## config.mk

```make
export PLATFORM = sky130hd
export DESIGN_NAME = spi_slave_regfile
export DESIGN_NICKNAME = d
export VERILOG_FILES = /design/src/rtl/spi_pkg.sv /design/src/rtl/spi_edge_sync.sv /design/src/rtl/spi_slave_regfile.sv
export SDC_FILE = /design/constraint.sdc
export NUM_CORES = 1
export LEC_CHECK = 0
export CORE_MARGIN = 4
export CORE_UTILIZATION = 56
export DETAILED_ROUTE_END_ITERATION = 10
export PLACE_DENSITY = 0.74
export SYNTH_ARGS = -nofsm -noshare
export SYNTH_HDL_FRONTEND = slang
export SYNTH_SLANG_ARGS = --single-unit
```

## constraint.sdc

```tcl
create_clock -name pclk_i -period 3.7 [get_ports pclk_i]
set_clock_uncertainty 0.05 [all_clocks]
set_input_delay 0.925 -clock pclk_i [delete_from_list [all_inputs] [get_ports pclk_i]]
set_output_delay 0.925 -clock pclk_i [all_outputs]
set_load 0.02 [all_outputs]
```

## src/rtl/spi_pkg.sv

```systemverilog
// Shared types and constants for the SPI target register file.
package spi_pkg;

  typedef enum logic {
    S_ADDR = 1'b0,
    S_DATA = 1'b1
  } spi_state_e;

  localparam int RW_BIT = 7;
  localparam int BYTE_W = 8;
  localparam int IDX_W  = 7;

  function automatic logic idx_ok(input logic [IDX_W-1:0] idx, input int depth);
    return int'(idx) < depth;
  endfunction

endpackage

```

## src/rtl/spi_edge_sync.sv

```systemverilog
// Two-flop synchroniser for a small bus; bit 0 additionally gets rise/fall pulses
// from a third delayed copy. The remaining bits use only the synchronised path.
module spi_edge_sync #(
  parameter int             W       = 3,
  parameter logic [W-1:0]   RST_VAL = '0
) (
  input  logic         clk_i,
  input  logic         rst_i,
  input  logic [W-1:0] d_i,
  output logic [W-1:0] sync_o,
  output logic         rise_o,
  output logic         fall_o
);

  logic [W-1:0] meta_q, meta_d;
  logic [W-1:0] sync_q, sync_d;
  logic         dly_q,  dly_d;

  always_comb begin
    meta_d = d_i;
    sync_d = meta_q;
    dly_d  = sync_q[0];
  end

  always_ff @(posedge clk_i) begin
    if (rst_i) begin
      meta_q <= RST_VAL;
      sync_q <= RST_VAL;
      dly_q  <= RST_VAL[0];
    end else begin
      meta_q <= meta_d;
      sync_q <= sync_d;
      dly_q  <= dly_d;
    end
  end

  assign sync_o = sync_q;
  assign rise_o = sync_q[0] & ~dly_q;
  assign fall_o = ~sync_q[0] & dly_q;

endmodule

```

## src/rtl/spi_slave_regfile.sv

```systemverilog
// SPI target with a byte register file: address byte then data byte, LSB first,
// addr[7]=1 writes, addr[7]=0 reads back on MISO.
//
// state  | meaning
// S_ADDR | collecting the address byte (bit_cnt counts sampled bits)
// S_DATA | collecting/returning the data byte for the latched address
module spi_slave_regfile
  import spi_pkg::*;
#(
  parameter int DEPTH          = 16,
  parameter int TIMEOUT_CYCLES = 256
) (
  input  logic             pclk_i,
  input  logic             prst_i,
  input  logic             sclk_i,
  input  logic             cs_i,
  input  logic             mosi_i,
  output logic             miso_o,
  input  logic [IDX_W-1:0] loc_addr_i,
  output logic [BYTE_W-1:0] loc_rdata_o,
  output logic             wr_stb_o,
  output logic             rd_stb_o,
  output logic [IDX_W-1:0] ev_addr_o,
  output logic [BYTE_W-1:0] ev_data_o,
  output logic             err_o
);

  localparam int AW = (DEPTH > 1) ? $clog2(DEPTH) : 1;
  localparam int TW = $clog2(TIMEOUT_CYCLES + 1);
  localparam logic [TW-1:0] TMO_LOAD = TW'(TIMEOUT_CYCLES - 1);

  logic [2:0] sync_bus;
  logic       sclk_rise, sclk_fall;
  logic       cs_s, mosi_s;

  // bus order {mosi, cs, sclk}: idle values 0/1/1
  spi_edge_sync #(.W(3), .RST_VAL(3'b011)) u_sync (
    .clk_i  (pclk_i),
    .rst_i  (prst_i),
    .d_i    ({mosi_i, cs_i, sclk_i}),
    .sync_o (sync_bus),
    .rise_o (sclk_rise),
    .fall_o (sclk_fall)
  );

  assign cs_s   = sync_bus[1];
  assign mosi_s = sync_bus[2];

  spi_state_e        state_q,   state_d;
  logic [2:0]        bit_cnt_q, bit_cnt_d;
  logic [BYTE_W-1:0] shift_q,   shift_d;
  logic [BYTE_W-1:0] addr_q,    addr_d;
  logic [BYTE_W-1:0] tx_q,      tx_d;
  logic              miso_q,    miso_d;
  logic              wr_stb_q,  wr_stb_d;
  logic              rd_stb_q,  rd_stb_d;
  logic              err_q,     err_d;
  logic [IDX_W-1:0]  ev_addr_q, ev_addr_d;
  logic [BYTE_W-1:0] ev_data_q, ev_data_d;
  logic [TW-1:0]     tmo_q,     tmo_d;
  logic [BYTE_W-1:0] mem_q [DEPTH];
  logic [BYTE_W-1:0] mem_d [DEPTH];

  logic [BYTE_W-1:0] byte_in;
  logic [BYTE_W-1:0] rd_val;
  logic [IDX_W-1:0]  new_idx, cur_idx;
  logic              partial;

  always_comb begin
    state_d   = state_q;
    bit_cnt_d = bit_cnt_q;
    shift_d   = shift_q;
    addr_d    = addr_q;
    tx_d      = tx_q;
    miso_d    = miso_q;
    mem_d     = mem_q;
    wr_stb_d  = 1'b0;
    rd_stb_d  = 1'b0;
    err_d     = 1'b0;
    ev_addr_d = ev_addr_q;
    ev_data_d = ev_data_q;
    tmo_d     = TMO_LOAD;
    rd_val    = '0;

    byte_in            = shift_q;
    byte_in[bit_cnt_q] = mosi_s;
    new_idx            = byte_in[IDX_W-1:0];
    cur_idx            = addr_q[IDX_W-1:0];
    partial            = (state_q == S_DATA) || (bit_cnt_q != 3'd0);

    if (cs_s) begin
      state_d   = S_ADDR;
      bit_cnt_d = 3'd0;
      miso_d    = 1'b1;
    end else if (sclk_fall) begin
      shift_d   = byte_in;
      bit_cnt_d = bit_cnt_q + 3'd1;
      if (bit_cnt_q == 3'd7) begin
        if (state_q == S_ADDR) begin
          addr_d  = byte_in;
          state_d = S_DATA;
          if (!byte_in[RW_BIT]) begin
            if (idx_ok(new_idx, DEPTH)) rd_val = mem_q[new_idx[AW-1:0]];
            else                        err_d  = 1'b1;
            tx_d      = rd_val;
            miso_d    = rd_val[0];
            rd_stb_d  = 1'b1;
            ev_addr_d = new_idx;
            ev_data_d = rd_val;
          end
        end else begin
          state_d = S_ADDR;
          miso_d  = 1'b1;
          if (addr_q[RW_BIT]) begin
            if (idx_ok(cur_idx, DEPTH)) begin
              mem_d[cur_idx[AW-1:0]] = byte_in;
              wr_stb_d  = 1'b1;
              ev_addr_d = cur_idx;
              ev_data_d = byte_in;
            end else begin
              err_d = 1'b1;
            end
          end
        end
      end else if ((state_q == S_DATA) && !addr_q[RW_BIT]) begin
        // Bit 0 already went out after the address byte, so stay one bit ahead.
        miso_d = tx_q[bit_cnt_q + 3'd1];
      end
    end else if (partial && !sclk_rise) begin
      if (tmo_q == '0) begin
        state_d   = S_ADDR;
        bit_cnt_d = 3'd0;
        miso_d    = 1'b1;
        err_d     = 1'b1;
      end else begin
        tmo_d = tmo_q - 1'b1;
      end
    end
  end

  always_ff @(posedge pclk_i) begin
    if (prst_i) begin
      state_q   <= S_ADDR;
      bit_cnt_q <= 3'd0;
      shift_q   <= '0;
      addr_q    <= '0;
      tx_q      <= '0;
      miso_q    <= 1'b1;
      wr_stb_q  <= 1'b0;
      rd_stb_q  <= 1'b0;
      err_q     <= 1'b0;
      ev_addr_q <= '0;
      ev_data_q <= '0;
      tmo_q     <= TMO_LOAD;
      for (int i = 0; i < DEPTH; i++) mem_q[i] <= '0;
    end else begin
      state_q   <= state_d;
      bit_cnt_q <= bit_cnt_d;
      shift_q   <= shift_d;
      addr_q    <= addr_d;
      tx_q      <= tx_d;
      miso_q    <= miso_d;
      wr_stb_q  <= wr_stb_d;
      rd_stb_q  <= rd_stb_d;
      err_q     <= err_d;
      ev_addr_q <= ev_addr_d;
      ev_data_q <= ev_data_d;
      tmo_q     <= tmo_d;
      mem_q     <= mem_d;
    end
  end

  always_comb begin
    loc_rdata_o = '0;
    if (idx_ok(loc_addr_i, DEPTH)) loc_rdata_o = mem_q[loc_addr_i[AW-1:0]];
  end

  assign miso_o    = miso_q;
  assign wr_stb_o  = wr_stb_q;
  assign rd_stb_o  = rd_stb_q;
  assign err_o     = err_q;
  assign ev_addr_o = ev_addr_q;
  assign ev_data_o = ev_data_q;

endmodule
```

After elaboration in Yosys (flattened, before gate mapping)
Cells that the tools add are included.
{"block": "totals", "inputBits": 12, "output_inout_bits": 27, "register_bits": 191}
{"block": "op_classes", "n_lt_le_gt_ge": 10, "eq_ne": 7, "addsub": 2, "n_reduce_logical": 23, "n_mux": 50, "n_bitwise": 14}
{"cell": "bitwise mux 128 bit", "n": 1}
{"cell": "two-way mux 8 bit", "n": 11}
{"cell": "binary-select mux 8 bit (select 4 bit)", "n": 2}
{"cell": "demux 8 bit (select 4 bit)", "n": 1}
{"cell": "two-way mux 7 bit", "n": 4}
{"cell": "two-way mux 1 bit", "n": 25}
{"cell": "< comparator 7 x 5 -> 1 bit, second input constant", "n": 3}
{"cell": "greater-or-equal comparator 5 bit, second input constant", "n": 3}
{"cell": "NOT 4 -> 5 bit", "n": 3}
{"cell": "AND reduction 6 bit", "n": 2}
{"cell": "OR reduction 5 bit", "n": 2}
{"cell": "logical NOT 9 bit", "n": 1}
{"cell": "two-way mux 3 bit", "n": 3}
{"cell": "NOT 1 bit", "n": 9}
{"cell": "subtractor 9 x 1 -> 9 bit, second input constant", "n": 1}
{"cell": "bitwise mux 8 bit", "n": 1}
{"cell": "< comparator 3 x 4 -> 1 bit, second input constant", "n": 2}
{"cell": "AND reduction 4 bit", "n": 2}
{"cell": "!= test 2 x 1 -> 1 bit, second input constant", "n": 3}
{"cell": "OR reduction 6 bit", "n": 1}
{"cell": "< comparator 5 x 1 -> 1 bit, second input constant", "n": 1}
{"cell": "AND reduction 5 bit", "n": 1}
{"cell": "logical AND 1 bit", "n": 4}
{"cell": "!= test 4 bit, second input constant", "n": 1}
{"cell": "other kinds (15)", "n": 19}

Depth between registers and ports, before layout
{"block": "logic_depth", "ltp_word": 14, "ltp_mapped": 10, "mapped_depth_nobuf": 8}

By module
Synthesis repeated with hierarchy kept, for this count alone.
{"block": "hier_totals", "cells_unflattened": 1110, "area_unflattened_um2": 9997.1}
{"module": "spi_slave_regfile", "seq_area_each_um2": 3683.5, "instances": 1, "area_each_um2": 9800.6, "cells_each": 1094}
{"module": "spi_edge_sync", "seq_area_each_um2": 140.1, "instances": 1, "area_each_um2": 196.4, "cells_each": 16}

Worst setup path after synthesis
Ideal clock, no wire load.
{"block": "synth_timing", "path_type": "input port to output port", "startpoint": "in loc_addr_i[0]", "endpoint": "out loc_rdata_o[2]", "arrival_ns": 2.891, "setup_slack_ns": -0.166, "path_buffers": 2, "required_ns": 2.725, "path_stages": 5, "cell_sequence": "clkbuf_1 -> buf_1 -> mux4_2 -> mux4_2 -> nor2b_1"}
{"block": "synth_via", "elab_chain_len": 5}
{"item": "start: declaration", "line_no": "spi_slave_regfile.sv:19", "rtl": "input logic [IDX_W-1:0] loc_addr_i,"}
{"item": "NOT 4 -> 5 bit (not written as such)", "line_no": "spi_slave_regfile.sv:175", "rtl": "if (idx_ok(loc_addr_i, DEPTH)) loc_rdata_o = mem_q[loc_addr_i[AW-1:0]];"}
{"item": "binary-select mux 8 bit (select 4 bit)", "line_no": "spi_slave_regfile.sv:175"}
{"item": "two-way mux 8 bit (not written as such) (2 in series)", "line_no": "spi_slave_regfile.sv:175"}
{"item": "two-way mux 8 bit *", "line_no": "spi_slave_regfile.sv:175"}
{"item": "end: declaration", "line_no": "spi_slave_regfile.sv:20", "rtl": "output logic [BYTE_W-1:0] loc_rdata_o,"}
Every way passes the cells marked *; elsewhere a longest branch is shown, timed or not. The select of a mux whose other input is x is not followed.

Worst setup path in the final report
{"block": "layout_timing", "startpoint": "in loc_addr_i[0]", "endpoint": "out loc_rdata_o[4]"}
The elaborated chain is that of the path after synthesis.

==> key figures <==
Finish
  – Most frequent cells in the layout: 191 x dfxtp_1, 178 x nor2_1, 144 x a211oi_1
  – N_diodes: 0
  – Fraction of layout cells with a size suffix above 1: 0.178
  – Area growth from synthesis to layout: 12.3%
  – Nets: 1099
  – Fillers: 1437
  – Most common cell after layout, fill and taps aside: dfxtp_1

Clock network
  – H-tree depth: 4
  – Clk Latency, worst-skew pair: 0.44 ns
  – Worst-path clk slew: 0.07 ns
  – TritonCTS sink count: 191
  – CTS Buffer Depth: 2
  – CTS Buf Count: 17
  – CTS tree: done
  – CTS root buffer: clkbuf_16
  – Cts hold-fix bufs: 0

Timing
  – Max_slew headroom: 0.313
  – Period utilization: 0.981
  – Slew @ Worst Pin: 1.03 ns
  – Setup violations, final: 0
  – Final hold slack: 0.352 ns
  – Setup_tns: 0 ns
  – Hold Fails Final Rpt: 0
  – RSZ-0062 raised after global routing: false
  – Minimum clock period after layout: 3.63 ns
  – Max frequency: between 0.2 and 0.3 GHz
  – Max Slew Vio Count: 0

Synthesis
  – Largest family of logic cells by synthesized area: compound AO/OA/AOI/OAI gates
  – Share of the synthesized area in the top cell type: 0.378
  – Post-synth ARST share: 0
  – Register area share after synthesis: 0.378
  – Synth Area in Simple Gates: 0.174
  – Area leader, netlist: dfxtp_1
  – Synth area leaders: dfxtp_1 38%, a211oi_1 11%, mux4_2 9.4%
  – Syn Std Cell Area: 0.0101 sq mm
  – Cell count after synthesis: 1070
  – Mapped Nets: ~1100
  – Synth Register Bits: 191
  – Adder-Cell Fraction of Synth Area: 0.00619
  – YS warnings: 0
  – Compound-gate portion of the synthesized area: 0.195
  – Post-synthesis mux area share: 0.187
  – Top FF cell, synth: dfxtp_1
  – EDFF count, synth: 0
  – Post-synthesis xor/xnor area fraction: 0.00780
  – Synth Area per Inst: 9.45 sq um
  – Library cells used by synthesis: between 70 and 80

Placement
  – Port bufs: 38
  – Gpl congestion: 0.963
  – Dpl hpwl: about 21 mm

Die
  – Core Rows: between 40 and 50
  – Starting Density: 0.578
  – Die H: 142 um
  – Die Wd: 142 um
  – Ports: 39
  – Die Footprint: 0.0203 sq mm
  – Core Footprint: 0.0175 sq mm

Global routing
  – Largest net degree at the start of global routing: 83
  – Initial antenna violation count: 0
  – First-pass GRT wire length: 47.8 mm
  – Vias in the first global route: 8011
  – Total track usage: 0.304
  – Grt ovf: 0

Drt
  – DR DRC count: 0
  – Iter 0 DRT Violations: 940
  – Drt via density: roughly 6.5
  – Routed Antenna Nets: 0
  – Via count: 8634
  – Drt pass-1 iters: 5
  – Avg WL per Cell: 22.7 um
  – Routed WL: 29.9 mm

Flow run
  – Max_cap viols: 0

Worst setup path
  – Type of origin of the critical path: input port
  – CP arrival: 2.66 ns
  – Crit Path Category: in2out
  – Crit Path Max Fanout: 9
  – Req. time, crit path: 2.72 ns
  – Worst setup EP type: output pin

Pwr
  – Leakage: 0.00366 uW
  – Pwr Density: 359 mW/mm^2
  – Worst VDD drop: 0.320 mV

Hold path
  – Hold crit path type: reg2reg

Run status
  – Outcome: completed
final cells by class:
cell class | instances | area [sq um] | area share
clock buffers | 19 | 443 | 0.0390
well taps | 225 | 282 | 0.0248
multi-input cells | 771 | 5770 | 0.509
inverters | 6 | 22.5 | 0.00198
clock inverters | 13 | 134 | 0.0118
flip-flops and latches | 191 | 3820 | 0.337
repair buffers | 95 | 871 | 0.0767
cell usage after synthesis, types with 4 or more instances:
cell type and number:
dfxtp_1 191, nor2_1 178, a211oi_1 144, mux2i_1 80, nand2_1 60, clkbuf_1 48, mux4_2 42, buf_2 33
o21ai_0 33, nor2b_1 17, a21oi_1 15, nor2_2 14, a311oi_1 13, and3_1 13, nand3_1 12, o22ai_1 11
buf_1 9, buf_6 8, mux2_2 7, nand2b_1 7, o31ai_1 7, xnor2_1 6, a2bb2o_1 5, ha_1 5
inv_1 5, nor3_1 5, nor3b_1 5, o2111ai_1 5, o311ai_1 5, or2_2 5, nand3b_1 4, or3_1 4
final timing paths:
check                     start             end  slack, ns  depth (start not counted)
setup / recovery  loc_addr_i[0]  loc_rdata_o[4]       0.07                          6
hold / removal         tmo_q[0]        tmo_q[0]       0.35                          1
setup reg to reg   bit_cnt_q[1]    ev_data_o[4]       0.63                          9
hold reg to reg        tmo_q[0]        tmo_q[0]       0.35                          1
routing by layer:
metal / wire length [um] / vias to the layer above / GRT usage
met1: 13000 / 4141 / 0.455
met4: 727 / 0 / 0.0890
met2: 13500 / 427 / 0.447
met5: 0 / - / 0
li1: - / 3998 / -
met3: 2680 / 68 / 0.0625
sequential cells by signal, summed over array words and instances (netlist names):
register and cells:
mem_q 128, tmo_q 9, addr_q 8, ev_data_o 8, shift_q 8, tx_q 8
ev_addr_o 7, bit_cnt_q 3, u_sync.meta_q 3, u_sync.sync_o 3, err_o 1, miso_o 1
rd_stb_o 1, state_q 1, u_sync.dly_q 1, wr_stb_o 1
worst max-delay path: stages:
cell       delay [ns]
buf_4            0.14
bufbuf_16        0.29
mux4_2           0.50
mux4_2           0.48
nor2b_1          0.14
buf_2            0.17
cell families after synthesis:
| logic type | count (synthesis) |
|---|---|
| simple gates | 355 |
| compound gates | 270 |
| flops | 191 |
| mux | 132 |
| buf+inv | 108 |
| xor+xnor | 9 |
| fa+ha+maj | 5 |
stage by stage:
stage          area (sq um)  setup WS (ns)  utilization  power (uW)  cells
6_report              11300         0.0685        0.649        4080   1320
3_3_place_gp          10800         -0.278        0.616        2280   1286
4_1_cts               11400        0.00610        0.650        4080   1320
5_1_grt               11300         0.0351        0.649        4190   1320
3_5_place_dp          10800         -0.282        0.616        2290   1286
2_1_floorplan         10100         0.0741            -        2230   1070
where the power goes:
group	internal [uW]	switching, uW	leakage [uW]	total, uW
registers	2060	5.72	0.00154	2060
logic	73.6	109	0.00183	182
clock network	922	912	0.000286	1830
total	3050	1030	0.00366	4080
what timing repair did:
action | in CTS | in global routing
setup buffers | 1 | 0
endpoints found under the setup margin | 8 | 4
resized for setup | 22 | 7
cloned | 1 | 0
pin swaps | 0 | 0
Power figures use the tool's default switching activity.
